<file path="src/rtl/csr_trap_pkg.sv">
// rtl/csr_trap_pkg.sv - shared op codes, CSR map and sequencer states for csr_trap_seq
package csr_trap_pkg;

    localparam logic [2:0] OP_CSRRW = 3'd0;
    localparam logic [2:0] OP_CSRRS = 3'd1;
    localparam logic [2:0] OP_CSRRC = 3'd2;
    localparam logic [2:0] OP_ECALL = 3'd4;
    localparam logic [2:0] OP_MRET  = 3'd5;

    localparam logic [11:0] ADDR_MSTATUS = 12'h300;
    localparam logic [11:0] ADDR_MTVEC   = 12'h305;
    localparam logic [11:0] ADDR_MEPC    = 12'h341;
    localparam logic [11:0] ADDR_MCAUSE  = 12'h342;

    // Read-port indices as laid out in the CSR file
    localparam logic [4:0] IDX_MTVEC   = 5'd0;
    localparam logic [4:0] IDX_MEPC    = 5'd1;
    localparam logic [4:0] IDX_MSTATUS = 5'd2;
    localparam logic [4:0] IDX_MCAUSE  = 5'd3;

    localparam int MSTATUS_MIE  = 3;
    localparam int MSTATUS_MPIE = 7;

    typedef enum logic [3:0] {
        ST_IDLE,
        ST_CSR_RD,
        ST_CSR_WR,
        ST_EC_MEPC,
        ST_EC_MCAUSE,
        ST_EC_MST_RD,
        ST_EC_MST_WR,
        ST_EC_VEC,
        ST_MR_MST_RD,
        ST_MR_MST_WR,
        ST_MR_EPC,
        ST_ERR
    } state_t;

endpackage

</file>
<file path="src/rtl/csr_addr_dec.sv">
// rtl/csr_addr_dec.sv - maps a 12-bit CSR address to the CSR file read index
import csr_trap_pkg::*;

module csr_addr_dec (
    input  logic [11:0] addr,
    output logic        hit,
    output logic [4:0]  idx
);

    always_comb begin
        hit = 1'b1;
        idx = IDX_MTVEC;
        case (addr)
            ADDR_MTVEC:   idx = IDX_MTVEC;
            ADDR_MEPC:    idx = IDX_MEPC;
            ADDR_MSTATUS: idx = IDX_MSTATUS;
            ADDR_MCAUSE:  idx = IDX_MCAUSE;
            default: begin
                hit = 1'b0;
                idx = 5'd0;
            end
        endcase
    end

endmodule

</file>
<file path="src/rtl/csr_trap_seq.sv">
// rtl/csr_trap_seq.sv - serialises CSR ops and ECALL/MRET into single-port CSR accesses
// Optional mstatus read-modify-write on traps: CSR_TRAP_MSTATUS_EN
import csr_trap_pkg::*;

module csr_trap_seq #(
    parameter int               XLEN         = 64,
    parameter logic [XLEN-1:0]  MCAUSE_ECALL = XLEN'(11)
) (
    input  logic            clk,
    input  logic            rst_n,
    input  logic            req_valid,
    output logic            req_ready,
    input  logic [2:0]      req_op,
    input  logic [11:0]     req_addr,
    input  logic [XLEN-1:0] req_src,
    input  logic [XLEN-1:0] req_pc,
    output logic            csr_wen,
    output logic [11:0]     csr_waddr,
    output logic [XLEN-1:0] csr_wdata,
    output logic            csr_ren,
    output logic [4:0]      csr_raddr,
    input  logic [XLEN-1:0] csr_rdata,
    output logic            done,
    output logic            err,
    output logic [XLEN-1:0] rd_data,
    output logic            redirect_valid,
    output logic [XLEN-1:0] redirect_pc
);

    localparam logic [XLEN-1:0] VEC_MASK = ~(XLEN'(3));

    state_t          state;
    state_t          state_nxt;
    logic [2:0]      op_q;
    logic [11:0]     addr_q;
    logic [XLEN-1:0] src_q;
    logic [XLEN-1:0] pc_q;
    logic [XLEN-1:0] old_q;
    logic [4:0]      idx_q;
    logic            dec_hit;
    logic [4:0]      dec_idx;
    logic            accept;
    logic            capture;
    logic [XLEN-1:0] csr_op_val;

    csr_addr_dec u_addr_dec (
        .addr (req_addr),
        .hit  (dec_hit),
        .idx  (dec_idx)
    );

    assign accept = req_valid && (state == ST_IDLE);

`ifdef CSR_TRAP_MSTATUS_EN
    logic [XLEN-1:0] mst_ecall;
    logic [XLEN-1:0] mst_mret;

    always_comb begin
        mst_ecall               = old_q;
        mst_ecall[MSTATUS_MPIE] = old_q[MSTATUS_MIE];
        mst_ecall[MSTATUS_MIE]  = 1'b0;
        mst_mret                = old_q;
        mst_mret[MSTATUS_MIE]   = old_q[MSTATUS_MPIE];
        mst_mret[MSTATUS_MPIE]  = 1'b1;
    end

    assign capture = (state == ST_CSR_RD) || (state == ST_EC_MST_RD) || (state == ST_MR_MST_RD);
`else
    assign capture = (state == ST_CSR_RD);
`endif

    always_ff @(posedge clk or negedge rst_n) begin
        if (!rst_n) begin
            state <= ST_IDLE;
        end else begin
            state <= state_nxt;
        end
    end

    always_ff @(posedge clk or negedge rst_n) begin
        if (!rst_n) begin
            op_q   <= '0;
            addr_q <= '0;
            src_q  <= '0;
            pc_q   <= '0;
            idx_q  <= '0;
            old_q  <= '0;
        end else begin
            if (accept) begin
                op_q   <= req_op;
                addr_q <= req_addr;
                src_q  <= req_src;
                pc_q   <= req_pc;
                idx_q  <= dec_idx;
            end
            if (capture) begin
                old_q <= csr_rdata;
            end
        end
    end

    always_comb begin
        state_nxt = state;
        case (state)
            ST_IDLE: begin
                if (req_valid) begin
                    case (req_op)
                        OP_CSRRW, OP_CSRRS, OP_CSRRC: state_nxt = dec_hit ? ST_CSR_RD : ST_ERR;
                        OP_ECALL: state_nxt = ST_EC_MEPC;
`ifdef CSR_TRAP_MSTATUS_EN
                        OP_MRET:  state_nxt = ST_MR_MST_RD;
`else
                        OP_MRET:  state_nxt = ST_MR_EPC;
`endif
                        default:  state_nxt = ST_ERR;
                    endcase
                end
            end
            ST_CSR_RD:    state_nxt = ST_CSR_WR;
            ST_EC_MEPC:   state_nxt = ST_EC_MCAUSE;
`ifdef CSR_TRAP_MSTATUS_EN
            ST_EC_MCAUSE: state_nxt = ST_EC_MST_RD;
            ST_EC_MST_RD: state_nxt = ST_EC_MST_WR;
            ST_EC_MST_WR: state_nxt = ST_EC_VEC;
            ST_MR_MST_RD: state_nxt = ST_MR_MST_WR;
            ST_MR_MST_WR: state_nxt = ST_MR_EPC;
`else
            ST_EC_MCAUSE: state_nxt = ST_EC_VEC;
`endif
            default:      state_nxt = ST_IDLE;
        endcase
    end

    always_comb begin
        case (op_q)
            OP_CSRRS: csr_op_val = old_q | src_q;
            OP_CSRRC: csr_op_val = old_q & ~src_q;
            default:  csr_op_val = src_q;
        endcase
    end

    always_comb begin
        req_ready      = 1'b0;
        csr_wen        = 1'b0;
        csr_waddr      = '0;
        csr_wdata      = '0;
        csr_ren        = 1'b0;
        csr_raddr      = '0;
        done           = 1'b0;
        err            = 1'b0;
        rd_data        = '0;
        redirect_valid = 1'b0;
        redirect_pc    = '0;
        case (state)
            ST_IDLE: req_ready = 1'b1;
            ST_CSR_RD: begin
                csr_ren   = 1'b1;
                csr_raddr = idx_q;
            end
            ST_CSR_WR: begin
                // set/clear with a zero mask must not write (read-only CSRs stay untouched)
                csr_wen   = (op_q == OP_CSRRW) || (src_q != '0);
                csr_waddr = addr_q;
                csr_wdata = csr_op_val;
                done      = 1'b1;
                rd_data   = old_q;
            end
            ST_EC_MEPC: begin
                csr_wen   = 1'b1;
                csr_waddr = ADDR_MEPC;
                csr_wdata = pc_q;
            end
            ST_EC_MCAUSE: begin
                csr_wen   = 1'b1;
                csr_waddr = ADDR_MCAUSE;
                csr_wdata = MCAUSE_ECALL;
            end
`ifdef CSR_TRAP_MSTATUS_EN
            ST_EC_MST_RD, ST_MR_MST_RD: begin
                csr_ren   = 1'b1;
                csr_raddr = IDX_MSTATUS;
            end
            ST_EC_MST_WR: begin
                csr_wen   = 1'b1;
                csr_waddr = ADDR_MSTATUS;
                csr_wdata = mst_ecall;
            end
            ST_MR_MST_WR: begin
                csr_wen   = 1'b1;
                csr_waddr = ADDR_MSTATUS;
                csr_wdata = mst_mret;
            end
`endif
            ST_EC_VEC: begin
                csr_ren        = 1'b1;
                csr_raddr      = IDX_MTVEC;
                done           = 1'b1;
                redirect_valid = 1'b1;
                redirect_pc    = csr_rdata & VEC_MASK;
            end
            ST_MR_EPC: begin
                csr_ren        = 1'b1;
                csr_raddr      = IDX_MEPC;
                done           = 1'b1;
                redirect_valid = 1'b1;
                redirect_pc    = csr_rdata;
            end
            ST_ERR: begin
                done = 1'b1;
                err  = 1'b1;
            end
            default: ;
        endcase
    end

endmodule

</file>
<file path="config.mk">
export PLATFORM = sky130hd
export DESIGN_NAME = csr_trap_seq
export DESIGN_NICKNAME = d
export VERILOG_FILES = /design/src/rtl/csr_trap_pkg.sv /design/src/rtl/csr_addr_dec.sv /design/src/rtl/csr_trap_seq.sv
export SDC_FILE = /design/constraint.sdc
export NUM_CORES = 1
export LEC_CHECK = 0
export ABC_AREA = 1
export BUFFER_PORTS_ARGS = -buffer_cell sky130_fd_sc_hd__buf_2
export CAP_MARGIN = 20
export CORE_MARGIN = 10
export CORE_UTILIZATION = 46
export DETAILED_ROUTE_END_ITERATION = 8
export PLACE_DENSITY = 0.76
export SYNTH_ARGS = -nofsm -noshare
export SYNTH_HDL_FRONTEND = slang
export SYNTH_SLANG_ARGS = --single-unit
</file>
<file path="constraint.sdc">
create_clock -name clk -period 1.3 [get_ports clk]
set_input_delay 0.13 -clock clk [delete_from_list [all_inputs] [get_ports clk]]
set_output_delay 0.13 -clock clk [all_outputs]
set_load 0.02 [all_outputs]
</file>
[Yosys cells after proc, flatten, opt, wreduce, memory -nomap -nowiden]
Cells that the tools add are included.
Word-level totals
  input port bits: 210
  ROM bits: 0
  memory bits (writable): 0
  register bits after elaboration: 216
  output and inout bits: 215
  bits in latches: 0
  memories: 0
  logic and storage cells: 58
Operators by class
  add/subtract/negate cells: 0
  multiplexer cells: 18
  shift-type cells: 0
  reductions and logical operators: 12
  multiply operators: 0
  div/mod/pow operators: 0
  eq/ne operators: 18
  order comparisons: 0
  bitwise gates (word level): 3
Operators with widths (count)
  $pmux W64 S2: 2
  $pmux W64 S3: 1
  $and A64 B64 Y64: 1
  $mux W64: 1
  $not A64 Y64: 1
  $or A64 B64 Y64: 1
  $reduce_bool A64 Y1: 1
  $eq A12 B10 Y1 const B: 4
  $pmux W12 S3: 1
  $pmux W4 S4: 1
  $pmux W4 S3: 1
  $pmux W5 S2: 1
  $eq A4 B2 Y1 const B: 2
  $eq A4 B3 Y1 const B: 2
  $eq A4 B4 Y1 const B: 2
  $mux W4: 2
  $reduce_or A4 Y1: 2
  $eq A3 B1 Y1 const B: 2
  $eq A3 B2 Y1 const B: 2
  $eq A3 B3 Y1 const B: 2
  $logic_not A3 Y1: 2
  $mux W1: 6
  $pmux W2 S3: 1
  $reduce_or A3 Y1: 2
  7 further kinds: 8

[Longest topological paths before layout]
Gate-level depths: netlist (run 1).
  depth after elaboration: 7
  gate-level depth with buffers: 9
  depth with buffers taken out: 9

[By module]
Synthesis (run 1) repeated with hierarchy kept, for this count alone.
Unflattened totals
  cell total of the unflattened synthesis: 1553
  area total of the unflattened synthesis: 11275.8 sq um
By module, submodules not included
  csr_trap_seq: area each 11053.1 sq um, sequential area each 5405.2 sq um, cells each 1503, instances 1
  csr_addr_dec: area each 222.7 sq um, sequential area each 0.0 sq um, cells each 50, instances 1

[Least setup slack after synthesis (run 1)]
No wires, ideal clock.
  path type: reg2out
  from: reg state[0]
  to: out redirect_pc[55]
  stages on the path, launching flop included: 9
  data arrival time: 1.482 ns
  buffers on the path: 1
  slack: -0.312 ns
  required time: 1.170 ns
  cells stage by stage: dfrtp_1 -> inv_1 -> nand2_2 -> nor3_1 -> inv_1 -> nand2_2 -> inv_2 -> buf_6 -> nor2_1
Between the ends
  longest elaborated chain between the ends: 2
  elaborated cells on any way between the ends: 3
  classes of those cells: eq/ne (2); mux (1)
Ends and longest elaborated chain
  start, declared: RTL line csr_trap_seq.sv:32  | state_t state;
  start signal, assigned: RTL line csr_trap_seq.sv:76  | state <= state_nxt;
  $eq A4 B4 Y1 or $eq A4 B3 Y1 (tied branches): RTL line csr_trap_seq.sv:154  | case (state)
  $pmux W64 S2 *: RTL line csr_trap_seq.sv:154
  end, declared: RTL line csr_trap_seq.sv:27  | output logic [XLEN-1:0] redirect_pc
Every way passes the cells marked *; elsewhere a longest branch is shown, timed or not.

[Worst setup path in the final report (run 1)]
  from: reg state[2]
  to: out csr_wdata[14]
Between the ends
  longest elaborated chain between the ends: 2
  elaborated cells on any way between the ends: 4
  classes of those cells: eq/ne (3); mux (1)
Ends and longest elaborated chain
  $eq A4 B3 Y1 or $eq A4 B2 Y1 (tied branches): RTL line csr_trap_seq.sv:154
  $pmux W64 S3 *: RTL line csr_trap_seq.sv:154
  end, declared: RTL line csr_trap_seq.sv:19  | output logic [XLEN-1:0] csr_wdata,
Marked as above.

==> impl_metrics.toml, run 1 <==
[cells_and_area]
fin_area_um2 = 21300
layout_common_cells = "inv_1 (339), nand2_1 (237), buf_2 (214)"
final_common_cell = "inv_1"
area_delta_synth_final_pct = 80.2
drive_gt1_share_pct = 44.1
fin_cells = 2609
fin_nets = 2463

[die]
rows = 58
start_util_pct = 46.9
coreArea_um2 = 25200
dieArea_um2 = 32500
die_y_um = 180
die_w_um = 180
num_io_pins = 425

[power]
finalPower_mw = 52.9
p_clk_share_pct = 12.5
swShare_pct = 48.8
intPower_mw = 27.1
combPwrFrac_pct = 66.0
p_per_area_nw_per_um2 = 2490
leakage_nw = 10.2
switching_power_mw = 25.8
peakVddDrop_v = 0.00168
sequentialPowerShare_pct = 21.5

[timing]
setup_viol = 424
fin_crit_sh_pct = 197
tns_ns = -279.91
fmax_mhz = 390
period_needed_ns = 2.56
rsz0062_at_grt = "yes"
timing.final.max_slew_violations = 0
hold_viol = 0
tightest_slew_ns = 1.22
finalClockSkew_ns = 0.0393
slew_headroom_pct = 17.6
timing.final.ws_setup_ns = -1.26

[run_status]
status = "finished with violations"
failed_checks = "setup timing"

[drt]
dr.max_layer_used = "met5"
drt_iter0_markers = 2002
wl_met2_mm = 30.7
wire_per_inst_um = 24.8
drt-met1-wl_mm = 21.2
drc_errors = 0
ant_nets = 0
wl_mm = 64.8
first_pass_iters = 6
vias = 15200
detail_route.vias_per_cell = 5.83
dr_wl_met3_mm = 6.93

[logic_synthesis]
yosys_warnings = 0
synth.largest_area_cell = "dfrtp_1"
synthDistinctLibCells = 29
synth-seq-area-share_pct = 45.2
yosysTopAreaCellShare_pct = 45.2
synth_area_um2 = 11800
syn_inst = 1524
synth_area_leaders = "dfrtp_1 (45%), inv_1 (11%), o21ai_2 (8.9%)"
synth_seq_cells = 213
syn_avg_cell_area_um2 = 7.74

[clock_network]
cts_tree = "built"
cts_buffers = 24
cts.path.max_buffers = 3
clock-root-buffer = "clkbuf_16"
numClockSinks = 213
cts_max_level = 1
worstSkewPairLatency_ns = 0.53
path_clk_slew_ns = 0.07

[setup_path]
r2r_cells = 10
regToRegEndpoint = "old_q[15]"
worstPathRequired_ns = 1.17
crit_type = "flop to primary output"
crit_start = "state[2]"
rrSetupSlack_ns = -1.21
critPathMaxFanout = 8
start_kind = "flop"
worstPathArrival_ns = 2.43
critPathCaptureType = "primary output"
r2r_start = "state[3]"
endpoint = "csr_wdata[14]"

[global_route]
antenna_found_initial = 11
grt_use_total_pct = 32.6
grt_pass1_wl_mm = 85.7
grt_pass1_vias = 15400
grt_max_degree = 45
grt_overflow_total = 0

[placed_design]
port_buffers = 421
place_congestion = 0.888
placed_area_um2 = 16500
place_inst = 2318
hpwl_mm = 33.6

[worst_hold_path]
hold_path.class = "input pin to asynchronous set/reset pin"

[job]
cap_violations = 0
[critical path, stage by stage, from the launching register on]
cell and delay (ns):
dfrtp_1 0.42, nor2_4 0.14, inv_2 0.06, nor2_4 0.21
buf_12 0.19, buf_6 0.14, o21ai_1 0.26, o22ai_2 0.30
buf_6 0.17
[cell families after synthesis]
kind of cell / count (synthesis) / share of synthesized area, %
AOI/OAI and AO/OA: 405 / 21.7
other: 1 / 0.0318
DFF: 213 / 45.2
and+or+nand+nor: 469 / 15.8
buffers and inverters: 436 / 17.3
[state kept, by name (all words and copies together), names as in the netlist]
| register | cells |
|---|---|
| old_q | 64 |
| pc_q | 64 |
| src_q | 64 |
| addr_q | 12 |
| state | 4 |
| op_q | 3 |
| idx_q | 2 |
[worst min path at each step]
stage / startpoint / to / slack [ns] / depth (start not counted)
2_1_floorplan: rst_n / addr_q[0] / -0.17 / 0
3_3_place_gp: rst_n / src_q[58] / 0.05 / 1
3_5_place_dp: rst_n / src_q[57] / 0.06 / 1
4_1_cts: rst_n / src_q[31] / 0.13 / 2
5_1_grt: rst_n / src_q[3] / 0.16 / 2
6_report: rst_n / src_q[3] / 0.12 / 2
[layout make-up]
type | count | area, um^2
timing repair inverter | 1 | 11.3
fill | 1128 | 3920
antenna | 11 | 27.5
timing repair buffer | 787 | 7180
clock buffer | 37 | 699
sequential | 213 | 5330
inverter | 349 | 1350
multi-input combinational | 877 | 6210
clock inverter | 4 | 35.0
tap | 330 | 413
[per-stage QoR]
step	setup slack [ns]	utilization, %	hold WS [ns]
5_1_grt	-1.27	84.4	0.159
4_1_cts	-0.859	80.2	0.127
3_5_place_dp	-0.338	65.7	0.0595
6_report	-1.26	84.5	0.116
3_3_place_gp	-0.308	65.7	0.0542
2_1_floorplan	-0.119	-	-0.166
[power groups by stage]
stage,registers [mW],clock network [mW],logic (mW)
after floorplan,10.7,0,19.1
after global routing,11.5,6.88,36.6
after CTS,10.9,6.49,30.0
final,11.4,6.61,34.9
after global placement,10.8,0,26.5
after detailed placement,11.0,0,27.1
[metal layers]
layer / GRT usage [%] / vias to the layer above
met5: 0 / -
met4: 24.7 / 6
met3: 8.45 / 491
met2: 54.8 / 1436
met1: 34.5 / 7107
li1: - / 6178
[synth_stat cells (all sizes together)]
library cell,instances
a21oi,7
conb,1
nand3,15
o211ai,3
nor3,7
nand4,1
dfrtp,213
inv,349
buf,69
o22ai,61
nor2,179
nand2,267
o21ai,334
clkbuf,18
[what timing repair did]
action / in CTS / in global routing
buffers inserted: 12 / 7
hold buffers: 209 / 0
pin swaps: 10 / 27
hold endpoints to repair: 423 / 0
resized for setup: 238 / 256
setup endpoints to repair: 423 / 424
cloned: 2 / 9
(Power assumes the default switching activity.)
==> run 2, diff against run 1 <==
REMOVE_ABC_BUFFERS = 1   (was default)
==> run 2 against run 1 <==
Compared with the run above:
- flip-flop and latch count unchanged
- clock power increased by 6.8%
- register-to-register slack improved by 0.67 ns
- cell count about the same
- critical path depth decreased by 1
- the flow still finishes with violations (setup timing)
- critical endpoint unchanged
- setup slack improved by 0.27 ns
- design area decreased by 7.1%
- die area unchanged
- clock skew decreased by 0.018 ns
- via count decreased by 2.7%
==> impl_metrics.toml, run 2 (synthesis results as in run 1) <==
[timing]
fin_crit_sh_pct = 176
finalClockSkew_ns = 0.0217
hold_viol = 0
period_needed_ns = 2.29
setup_viol = 424
fmax_mhz = 436
timing.final.max_slew_violations = 0
whs_ns = 0.123
rsz0062_at_grt = "yes"
timing.final.ws_setup_ns = -0.992

[die]
die_w_um = 180
die_y_um = 180
dieArea_um2 = 32500
start_util_pct = 46.9
num_io_pins = 425
coreArea_um2 = 25200
rows = 58

[setup_path]
critPathCaptureType = "primary output"
start_kind = "flop"
path_cells = "inv_1 > nand3_2 > buf_12 > o21ai_0 > inv_1 > o22ai_1 > buf_2"
r2r_start = "state[3]"
regToRegEndpoint = "pc_q[45]"
crit_path_max_incr_delay_ns = 0.39
slowest_stage = "dfrtp_1"
critPathMaxFanout = 41
r2r_cells = 11
cpMostUsedCell = "inv_1"
rrSetupSlack_ns = -0.54
path_depth = 7
crit_type = "flop to primary output"
worstPathArrival_ns = 2.16
cp_top_family = "buffers and inverters"
worstPathRequired_ns = 1.17
path_buf_inv = 4

[drt]
wire_per_inst_um = 22.6
drt_iter0_markers = 1981
drc_errors = 0
vias = 14800
wl_mm = 58.9
ant_nets = 0
detail_route.vias_per_cell = 5.67
first_pass_iters = 7

[placed_design]
hpwl_mm = 31.5
port_buffers = 421
place_congestion = 0.959
place_inst = 2321
detailedPlace.worstSlack_ns = -0.449

[clock_network]
cts_max_level = 1
cts_tree = "built"
numClockSinks = 213
worstSkewPairLatency_ns = 0.53
cts_buffers = 25
cts.path.max_buffers = 3
path_clk_slew_ns = 0.06
clock-root-buffer = "clkbuf_16"

[cells_and_area]
reg.largest.list = "old_q x64, pc_q x64, src_q x64"
layout_common_cells = "inv_1 (339), nand2_1 (244), buf_2 (242)"
fin_nets = 2461
drive_gt1_share_pct = 39.3
final_common_cell = "inv_1"
area_delta_synth_final_pct = 67.5
fin_cells = 2610

[global_route]
grt_overflow_total = 0
grt_use_total_pct = 30.3
antenna_found_initial = 11
grt_max_degree = 47
grt_pass1_wl_mm = 80.8
grt_pass1_vias = 14800

[worst_hold_path]
hold_path.class = "input pin to asynchronous set/reset pin"

[job]
cap_violations = 0

[power]
finalPower_mw = 48.6
leakage_nw = 9.99
p_per_area_nw_per_um2 = 2460
peakVddDrop_v = 0.00163

[run_status]
failed_checks = "setup timing"
status = "finished with violations"
## run 2: changes by cell type in the layout (fill, tap and decap cells not counted), sizes merged
| cell | previous run | this run |
|---|---|---|
| clkbuf | 44 | 41 |
| bufbuf | 0 | 2 |
| clkinvlp | 0 | 2 |
| bufinv | 0 | 1 |
| buf | 571 | 569 |
| diode | 11 | 12 |
## run 2: worst max path at each step
stage | start | to | slack, ns
2_1_floorplan | state[3] | csr_raddr[1] | -1.94
3_3_place_gp | src_q[40] | csr_wen | -0.42
3_5_place_dp | src_q[40] | csr_wen | -0.45
4_1_cts | state[2] | rd_data[11] | -0.88
5_1_grt | op_q[1] | csr_wdata[14] | -1.12
6_report | op_q[2] | csr_wdata[14] | -0.99
## run 2: cell type report
type,instances,area [um^2]
antenna,12,30.0
clock inverter,8,73.8
tap,330,413
sequential,213,5330
inverter,349,1340
clock buffer,36,737
timing repair buffer,785,6700
multi-input combinational,877,5140
fill,1340,5420
## run 2: repair_timing
item | in CTS | in global routing
setup endpoints to repair | 423 | 424
buffers inserted | 10 | 4
endpoints found under the hold margin | 423 | 0
pin swaps | 17 | 37
gates cloned | 3 | 7
resized for setup | 197 | 316
hold buffers | 209 | 0
## run 2: per-layer routing
metal | part of all wire [%] | wire length (um) | GRT usage (%) | vias up
li1 | - | - | - | 6177
met1 | 34 | 19800 | 34.6 | 6844
met2 | 47 | 27900 | 51.0 | 1384
met3 | 11 | 6740 | 7.49 | 397
met4 | 7.6 | 4490 | 16.7 | 0
met5 | 0 | 0 | 0 | -
## run 2: metrics by stage
stage | setup TNS (ns) | util [%] | instance area, um^2
2_1_floorplan | -542.87 | - | 11100
3_5_place_dp | -115.36 | 59.3 | 14900
5_1_grt | -297.36 | 78.5 | 19800
6_report | -259.66 | 78.5 | 19800
3_3_place_gp | -95.60 | 59.3 | 14900
4_1_cts | -240.73 | 73.7 | 18600
## run 2: report_power, final
group	internal [mW]	leakage [nW]	switching (mW)
Combinational	11.9	6.97	18.4
Sequential	9.84	2.63	1.34
Clock	4.12	0.398	2.93
Total	25.8	9.99	22.7
==> run 3, diff against run 2 <==
CELL_PAD_IN_SITES_DETAIL_PLACEMENT = 0   (was default)
CELL_PAD_IN_SITES_GLOBAL_PLACEMENT = 1   (was default)
CORE_UTILIZATION = 32   (was 46)
PLACE_DENSITY = 0.75   (was 0.76)
==> run 3 against run 2 <==
Compared with the run above:
- the run still ends with setup timing left
- die area rose by 39%
- global-route usage fell by 8.9 points
- combinational power rose by 3%
- critical path depth rose by 1
- clock-buffer cell count did not move
- first-iteration DRC count fell by 63%
- clock skew fell by 0.013 ns
- clock power rose by 6.5%
- hold slack improved by 0.021 ns
- cell count rose by 5.6%
- sequential share of layout area fell by 1.6 points
- routed wire length fell by 8.0%
==> impl_metrics.toml, run 3 (synthesis results as in run 1) <==
[die]
dieArea_um2 = 45000
coreArea_um2 = 36500
num_io_pins = 425
die_w_um = 212
rows = 70
start_util_pct = 32.3
die_y_um = 212

[drt]
drc_errors = 0
ant_nets = 0
dr_wl_met3_mm = 3.72
detail_route.vias_per_cell = 4.75
vias = 13100
wl_met2_mm = 26.6
wl_mm = 54.2
drt_iter0_markers = 742
wire_per_inst_um = 19.7
first_pass_iters = 5
drt-met1-wl_mm = 21.8
dr.max_layer_used = "met5"

[global_route]
antenna_found_initial = 2
grt_overflow_total = 0
grt_max_degree = 53
grt_pass1_vias = 13200
grt_use_total_pct = 21.4
grt_pass1_wl_mm = 75.7

[setup_path]
start_kind = "flop"
r2r_cells = 9
cp_top_family = "buffers and inverters"
path_buf_inv = 5
critPathMaxFanout = 18
crit_path_max_incr_delay_ns = 0.42
worstPathRequired_ns = 1.17
slowest_stage = "dfrtp_1"
path_depth = 8
path_cells = "inv_2 > nand2_4 > nor2_4 > buf_12 > clkinv_16 > buf_16 > nor2_2 > buf_6"
crit_type = "flop to primary output"
worstPathArrival_ns = 2.11
critPathCaptureType = "primary output"

[clock_network]
numClockSinks = 213
path_clk_slew_ns = 0.07
clock-root-buffer = "clkbuf_16"
cts_buffers = 26
worstSkewPairLatency_ns = 0.53
cts_tree = "built"
cts.path.max_buffers = 3
cts_max_level = 1

[worst_hold_path]
hold_path.class = "input pin to asynchronous set/reset pin"

[timing]
setup_viol = 423
period_needed_ns = 2.24
fin_crit_sh_pct = 173
finalClockSkew_ns = 0.00847
hold_viol = 0
timing.final.max_slew_violations = 0
timing.final.ws_setup_ns = -0.943
rsz0062_at_grt = "yes"
fmax_mhz = 446

[cells_and_area]
fin_nets = 2478
final_common_cell = "inv_1"
fin_area_um2 = 21000
drive_gt1_share_pct = 41.9
fin_util_pct = 57.5
reg.largest.list = "old_q x64, pc_q x64, src_q x64"
layout_common_cells = "inv_1 (336), nand2_1 (246), buf_2 (221)"
fin_cells = 2756
area_delta_synth_final_pct = 78.0

[power]
sequentialPowerShare_pct = 21.9
p_clk_share_pct = 15.2
combPwrFrac_pct = 63.0
intPower_mw = 27.4
leakage_nw = 10.3
peakVddDrop_v = 0.00129
finalPower_mw = 49.5
p_per_area_nw_per_um2 = 2360
swShare_pct = 44.7
switching_power_mw = 22.2

[placed_design]
detailedPlace.worstSlack_ns = -0.430
place_congestion = 0.818
place_inst = 2455
port_buffers = 421
placed_area_um2 = 15100
hpwl_mm = 33.0

[run_status]
failed_checks = "setup timing"
status = "finished with violations"

[job]
cap_violations = 0
[run 3: cell count changes in the layout (fill, tap and decap cells not counted), moves of 14 or more]
| cell | change |
|---|---|
| buf_6 | +36 |
| nor2_4 | +33 |
| buf_2 | -21 |
| nor2_1 | -21 |
| buf_4 | -20 |
| o22ai_2 | +15 |
| o22ai_1 | -14 |
[run 3: path summary, 6_finish.rpt]
check                                  end  startpoint  slack (ns)
worst min-delay path               pc_q[9]       rst_n        0.14
worst max register to register   old_q[41]    state[2]       -0.41
worst min register to register     pc_q[3]     pc_q[3]        0.48
max in group asynchronous        old_q[42]       rst_n        0.60
worst max-delay path            rd_data[2]    state[0]       -0.94
min in group clk                   pc_q[5]   req_pc[5]        0.35
[run 3: through the flow]
step | TNS, ns | hold slack (ns)
final | -243.49 | 0.144
after global routing | -283.33 | 0.168
after CTS | -242.10 | 0.141
after global placement | -106.21 | 0.101
after detailed placement | -123.88 | 0.100
after floorplan | -542.87 | -0.166
[run 3: per-layer routing]
layer / vias up / global-route usage (%)
li1: 6214 / -
met1: 6259 / 26.4
met2: 483 / 36.7
met3: 128 / 4.83
met4: 2 / 5.90
met5: - / 0
[run 3: repair_timing]
action,4_1_cts,5_1_grt
endpoints found under the setup margin,423,424
resized for setup,322,361
setup buffers,13,9
hold buffers,209,0
hold endpoints to repair,423,0
gates cloned,13,13
pin swaps,18,43
[run 3: area by class of cell]
class	instances	area (um^2)
Clock buffer	36	779
Inverter	349	1370
Sequential cell	213	5330
Timing Repair Buffer	799	7310
Timing Repair inverter	2	27.5
Antenna cell	1	2.50
Tap cell	468	586
Fill cell	3097	15500
Clock inverter	11	105
Multi-Input combinational cell	877	5490
[run 3: power groups by stage]
stage | clock network (mW) | logic [mW] | registers [mW]
CTS | 7.69 | 27.0 | 10.8
global route | 7.95 | 33.6 | 11.2
finish | 7.52 | 31.2 | 10.8
detailed placement | 0 | 23.0 | 10.9
global placement | 0 | 22.7 | 10.8
floorplan | 0 | 13.5 | 10.7
[run 3: worst reg2reg max path, stage by stage (launching register included)]
cell and delay [ns]:
dfrtp_1 0.40, nor2_4 0.13, inv_2 0.06, buf_4 0.13
nor3_4 0.22, buf_12 0.15, buf_4 0.13, buf_12 0.19
nand2_1 0.13, o21ai_0 0.09
